<file path="src/rtl/mem_arbiter_if.sv">
// Bundle of the fetch port, load/store port and RAM port that meet at mem_arbiter.
// Requests: a port raises x_req with its address (and store data/enables) and holds them unchanged
// until x_gnt is high in the same cycle; exactly one cycle after that grant x_rvalid pulses with
// x_rdata/x_err. There is no response back-pressure: every granted request yields exactly one response.
interface mem_arbiter_if #(
  parameter int ADDR_W = 22
);
  logic              i_req;
  logic [31:0]       i_addr;
  logic              i_gnt;
  logic              i_rvalid;
  logic [31:0]       i_rdata;
  logic              i_err;

  logic              d_req;
  logic [31:0]       d_addr;
  logic [31:0]       d_wdata;
  logic [3:0]        d_wen;
  logic              d_gnt;
  logic              d_rvalid;
  logic [31:0]       d_rdata;
  logic              d_err;

  logic [ADDR_W-1:0] ram_addr;
  logic [31:0]       ram_wdata;
  logic [3:0]        ram_wen;
  logic [31:0]       ram_rdata;

  modport slave (
    input  i_req, i_addr, d_req, d_addr, d_wdata, d_wen, ram_rdata,
    output i_gnt, i_rvalid, i_rdata, i_err,
    output d_gnt, d_rvalid, d_rdata, d_err,
    output ram_addr, ram_wdata, ram_wen
  );

  modport master (
    output i_req, i_addr, d_req, d_addr, d_wdata, d_wen, ram_rdata,
    input  i_gnt, i_rvalid, i_rdata, i_err,
    input  d_gnt, d_rvalid, d_rdata, d_err,
    input  ram_addr, ram_wdata, ram_wen
  );
endinterface

</file>
<file path="src/rtl/mem_arbiter.sv">
// Round-robin arbiter letting instruction fetch and load/store share one single-port,
// one-cycle-latency RAM, with word-address range checking and registered responses.
module mem_arbiter #(
  parameter int ADDR_W = 22,
  parameter int WORDS  = 256
) (
  input  logic         clk,
  input  logic         rst,
  mem_arbiter_if.slave bus
);

  logic last;
  logic pend_i;
  logic pend_d;
  logic pend_err;

  logic i_oor;
  logic d_oor;
  logic i_gnt;
  logic d_gnt;
  logic gnt_err;

  assign i_oor = (bus.i_addr[31:2] >= 30'(WORDS));
  assign d_oor = (bus.d_addr[31:2] >= 30'(WORDS));

  // On contention the port that did not win last time goes first.
  always_comb begin
    i_gnt = 1'b0;
    d_gnt = 1'b0;
    if (!rst) begin
      if (bus.i_req && bus.d_req) begin
        if (last) i_gnt = 1'b1;
        else      d_gnt = 1'b1;
      end else begin
        i_gnt = bus.i_req;
        d_gnt = bus.d_req;
      end
    end
  end

  always_comb begin
    gnt_err = 1'b0;
    if (d_gnt)      gnt_err = d_oor;
    else if (i_gnt) gnt_err = i_oor;
  end

  assign bus.i_gnt     = i_gnt;
  assign bus.d_gnt     = d_gnt;
  assign bus.ram_addr  = d_gnt ? bus.d_addr[ADDR_W+1:2] : bus.i_addr[ADDR_W+1:2];
  assign bus.ram_wdata = bus.d_wdata;
  assign bus.ram_wen   = (d_gnt && !d_oor) ? bus.d_wen : 4'b0000;

  always_ff @(posedge clk) begin
    if (rst) begin
      last     <= 1'b0;
      pend_i   <= 1'b0;
      pend_d   <= 1'b0;
      pend_err <= 1'b0;
    end else begin
      pend_i   <= i_gnt;
      pend_d   <= d_gnt;
      pend_err <= gnt_err;
      if (i_gnt)      last <= 1'b0;
      else if (d_gnt) last <= 1'b1;
    end
  end

  // A response still pending while reset is held is dropped rather than reported.
  assign bus.i_rvalid = pend_i && !rst;
  assign bus.d_rvalid = pend_d && !rst;
  assign bus.i_err    = bus.i_rvalid && pend_err;
  assign bus.d_err    = bus.d_rvalid && pend_err;
  assign bus.i_rdata  = (bus.i_rvalid && !pend_err) ? bus.ram_rdata : 32'h0;
  assign bus.d_rdata  = (bus.d_rvalid && !pend_err) ? bus.ram_rdata : 32'h0;

endmodule

</file>
<file path="src/flat_wrapper.sv">
// flat-port wrapper written by rule: the top's interface ports become plain ports
module mem_arbiter_flat 
#(
  parameter int ADDR_W = 22,
  parameter int WORDS  = 256
)
  (clk, rst, bus_i_req, bus_i_addr, bus_d_req, bus_d_addr, bus_d_wdata, bus_d_wen, bus_ram_rdata, bus_i_gnt, bus_i_rvalid, bus_i_rdata, bus_i_err, bus_d_gnt, bus_d_rvalid, bus_d_rdata, bus_d_err, bus_ram_addr, bus_ram_wdata, bus_ram_wen);
  mem_arbiter_if #(.ADDR_W(ADDR_W)) bus_i ();
  input  logic clk;
  input  logic rst;
  input wire logic [$bits(bus_i.i_req)-1:0] bus_i_req;
  input wire logic [$bits(bus_i.i_addr)-1:0] bus_i_addr;
  input wire logic [$bits(bus_i.d_req)-1:0] bus_d_req;
  input wire logic [$bits(bus_i.d_addr)-1:0] bus_d_addr;
  input wire logic [$bits(bus_i.d_wdata)-1:0] bus_d_wdata;
  input wire logic [$bits(bus_i.d_wen)-1:0] bus_d_wen;
  input wire logic [$bits(bus_i.ram_rdata)-1:0] bus_ram_rdata;
  output wire logic [$bits(bus_i.i_gnt)-1:0] bus_i_gnt;
  output wire logic [$bits(bus_i.i_rvalid)-1:0] bus_i_rvalid;
  output wire logic [$bits(bus_i.i_rdata)-1:0] bus_i_rdata;
  output wire logic [$bits(bus_i.i_err)-1:0] bus_i_err;
  output wire logic [$bits(bus_i.d_gnt)-1:0] bus_d_gnt;
  output wire logic [$bits(bus_i.d_rvalid)-1:0] bus_d_rvalid;
  output wire logic [$bits(bus_i.d_rdata)-1:0] bus_d_rdata;
  output wire logic [$bits(bus_i.d_err)-1:0] bus_d_err;
  output wire logic [$bits(bus_i.ram_addr)-1:0] bus_ram_addr;
  output wire logic [$bits(bus_i.ram_wdata)-1:0] bus_ram_wdata;
  output wire logic [$bits(bus_i.ram_wen)-1:0] bus_ram_wen;
  assign bus_i.i_req = bus_i_req;
  assign bus_i.i_addr = bus_i_addr;
  assign bus_i.d_req = bus_d_req;
  assign bus_i.d_addr = bus_d_addr;
  assign bus_i.d_wdata = bus_d_wdata;
  assign bus_i.d_wen = bus_d_wen;
  assign bus_i.ram_rdata = bus_ram_rdata;
  assign bus_i_gnt = bus_i.i_gnt;
  assign bus_i_rvalid = bus_i.i_rvalid;
  assign bus_i_rdata = bus_i.i_rdata;
  assign bus_i_err = bus_i.i_err;
  assign bus_d_gnt = bus_i.d_gnt;
  assign bus_d_rvalid = bus_i.d_rvalid;
  assign bus_d_rdata = bus_i.d_rdata;
  assign bus_d_err = bus_i.d_err;
  assign bus_ram_addr = bus_i.ram_addr;
  assign bus_ram_wdata = bus_i.ram_wdata;
  assign bus_ram_wen = bus_i.ram_wen;
  mem_arbiter #(.ADDR_W(ADDR_W), .WORDS(WORDS)) u_core (.clk(clk), .rst(rst), .bus(bus_i));
endmodule
</file>
<file path="config.mk">
export PLATFORM = sky130hd
export DESIGN_NAME = mem_arbiter_flat
export DESIGN_NICKNAME = d
export VERILOG_FILES = /design/src/rtl/mem_arbiter_if.sv /design/src/rtl/mem_arbiter.sv /design/src/flat_wrapper.sv
export SDC_FILE = /design/constraint.sdc
export NUM_CORES = 1
export LEC_CHECK = 0
export CORE_AREA = 2 2 101 103
export CTS_BUF_LIST = sky130_fd_sc_hd__clkbuf_8
export DETAILED_ROUTE_END_ITERATION = 8
export DIE_AREA = 0 0 103 105
export PLACE_DENSITY = 0.66
export SYNTH_ARGS = -nofsm -noshare
export SYNTH_HDL_FRONTEND = slang
export SYNTH_SLANG_ARGS = --single-unit
</file>
<file path="constraint.sdc">
create_clock -name clk -period 1.7 [get_ports clk]
set_input_delay 0.34 -clock clk [delete_from_list [all_inputs] [get_ports clk]]
set_output_delay 0.34 -clock clk [all_outputs]
set_load 0.01 [all_outputs]
</file>
==> impl_metrics.yaml <==
outcome:
  outcome: "finished, violations left"
  violations: "setup timing"
setup_path:
  r2r_end: "u_core.pend_err"
  crit_buf_inv: 3
  crit_type: "reg2out"
  crit_path_start_kind: "flip-flop"
  r2r_start: "u_core.last"
  cpPeakStageDelay_ns: 0.32
  cp_top_family: "buffers and inverters"
  required_ns: 1.36
  path_cells: "a21oi_4 -> nand2_8 -> buf_6 -> buf_6 -> mux2_4 -> buf_6"
  rr_worst_depth: 8
  cpMaxStageDelayCell: "dfxtp_2"
  endpoint_kind: "output pin"
  worstPathArrival_ns: 1.60
  critical_path.max_fanout: 7
  reg2reg_slack_ns: 0.26
  cpMostUsedCell: "buf_6"
sta:
  hold_slack_ns: 0.508
  max_freq_ghz: 0.515
  max_slew.worst_pin.slew_ns: 0.265
  min_period_ns: 1.94
  setup_ws_ns: -0.241
  hold_violations: 0
  finalSetupViolations: 31
  skew_ns: 0.00157
  rsz0062_at_grt: "yes"
  slew_headroom_pct: 82.2
  tns_ns: -4.14
  drv_slew: 0
  fin_crit_sh_pct: 114
yosys:
  synth-edff-count: 0
  syn_nets: 300
  synth_top_area_cell: "and2_1"
  synthesis.area_um2: 1280
  netlist_instances: 164
  synth_warnings: 0
  avgSynthCellArea_um2: 7.78
  ys_types: 24
  yosys-top-cells-area: "and2_1 34%, buf_4 19%, mux2_2 11%"
  synth_seq_cells: 4
  netlist.area_leader.share_pct: 34.3
  synthFlopType: "dfxtp_1"
  synthArstFlopShare_pct: 0
  synth_seq_area_share_pct: 6.27
global_routing:
  antenna_found_initial: 0
  grt_max_degree: 9
  grt_use_total_pct: 12.5
  grt_pass1_wl_mm: 10.6
  overflow: 0
  grt_pass1_vias: 2075
floorplan:
  start_util_pct: 13.2
  rows: 36
  die_area_um2: 10800
  fp.dieH_um: 105
  io_pins: 264
  fp.dieW_um: 103
  core_area_um2: 9640
clock_network:
  cts_tree: "yes"
  ctsHtreeMaxLevel: 1
  cts_buffers: 3
  clockBufferDepth: 2
  holdBufCountCts: 0
  clock-sinks: 4
  clkTransAtPathRegs_ns: 0.03
  root_buffer: "clkbuf_8"
  clk_latency_ns: 0.21
worst_hold_path:
  hold_path_end: "u_core.last"
  hold_path_depth: 4
  hold_start: "rst"
  hp-class: "in2reg"
cells_and_area:
  drive_gt1_share_pct: 66.9
  final_common_cell: "buf_6"
  finalInstanceArea_um2: 3930
  final_cell_mix: "82 x buf_6, 74 x clkdlybuf4s50_1, 45 x and2_4"
  antenna_cells: 0
  synthToLayoutAreaGrowth_pct: 208
  fin_nets: 516
power_and_ir_drop:
  vdd_drop_max_uv: 220
  power.density_nw_per_um2: 276
  p_leak_nw: 1.92
routing:
  antenna_left: 0
  routed_via_density: 3.97
  dr.pass1.iters: 3
  drt-total-wl_mm: 7.57
  drtIter0Drc: 32
  wl_per_cell_um: 14.8
  vias: 2028
  drc: 0
job:
  drv_cap: 0
place:
  detailed_place_hpwl_mm: 5.56
  post_dp_cell_area_um2: 3320
  io_buffers: 195
  gp_congestion: 0.779
==> metal layers <==
layer / wire length (um) / up-vias / part of all wire [%] / global-route usage, %
li1: - / 946 / - / -
met1: 2450 / 908 / 32 / 11.5
met2: 3990 / 170 / 53 / 24.3
met3: 1060 / 4 / 14 / 5.15
met4: 70 / 0 / 0.93 / 3.38
met5: 0 / - / 0 / 0
==> state kept, by name, summed over array words and instances, names as in the netlist <==
| signal | count |
|---|---|
| u_core.pend_d | 1 |
| u_core.last | 1 |
| u_core.pend_err | 1 |
| u_core.pend_i | 1 |
==> worst max-delay path by stage <==
| stage | slack, ns | depth (start not counted) | startpoint | to |
|---|---|---|---|---|
| after floorplan | 0.12 | 5 | bus_i_req | bus_ram_addr[10] |
| after global placement | -1.11 | 7 | bus_d_addr[16] | bus_ram_wen[2] |
| after detailed placement | -1.11 | 7 | bus_d_addr[16] | bus_ram_wen[2] |
| after CTS | -0.27 | 7 | u_core.last | bus_ram_wen[3] |
| after global routing | -0.29 | 6 | u_core.last | bus_ram_addr[17] |
| final | -0.24 | 6 | u_core.last | bus_ram_addr[17] |
==> kinds of logic (layout without fill, tap and decap cells) <==
group	Yosys count	after routing	share of synthesized area [%]
buf+inv	41	255	22.7
flops	4	4	6.27
mux	22	22	22.1
simple gates	93	93	46.4
compound gates	4	4	2.55
==> through the flow <==
stage                     utilization, %  total power [mW]  cells  worst slack [ns]
final                               40.7              1.08    511            -0.241
after global routing                40.7              1.15    511            -0.294
after CTS                           40.3              1.08    514            -0.269
after detailed placement            34.4             0.751    477             -1.11
after global placement              34.4             0.744    477             -1.11
after floorplan                        -             0.358    164             0.117
==> power by group <==
| part | internal (mW) | switching, mW |
|---|---|---|
| logic | 0.517 | 0.267 |
| registers | 0.102 | 0.00378 |
| clock network | 0.150 | 0.0423 |
==> layout make-up <==
| type | instances | area (um2) |
|---|---|---|
| timing repair buffer | 247 | 2410 |
| tap | 133 | 166 |
| fill | 993 | 5710 |
| clock buffer | 3 | 41.3 |
| multi-input combinational | 119 | 1170 |
| inverter | 2 | 20.0 |
| timing repair inverter | 3 | 31.3 |
| sequential | 4 | 83.8 |
==> Yosys cell counts (2+ instances only) <==
cell type	n
buf_4	32
clkbuf_2	5
dfxtp_1	4
nor2b_1	3
mux2_2	13
and2b_1	2
and2_1	70
nor4_1	9
nor3b_1	2
mux2_4	9
nand4_1	2
==> tightest hold or removal path: cells and delay by family <==
| kind | cells | cell delay, ns |
|---|---|---|
| AOI/OAI and AO/OA | 2 | 0.13 |
| buffers and inverters | 2 | 0.20 |
==> what timing repair did <==
action | in CTS | in global routing
setup endpoints to repair | 97 | 95
gates resized for setup | 516 | 95
gates cloned | 9 | 0
pin swaps | 48 | 19
buffers inserted | 26 | 6
Note: power is estimated with default switching activity, not from simulation.
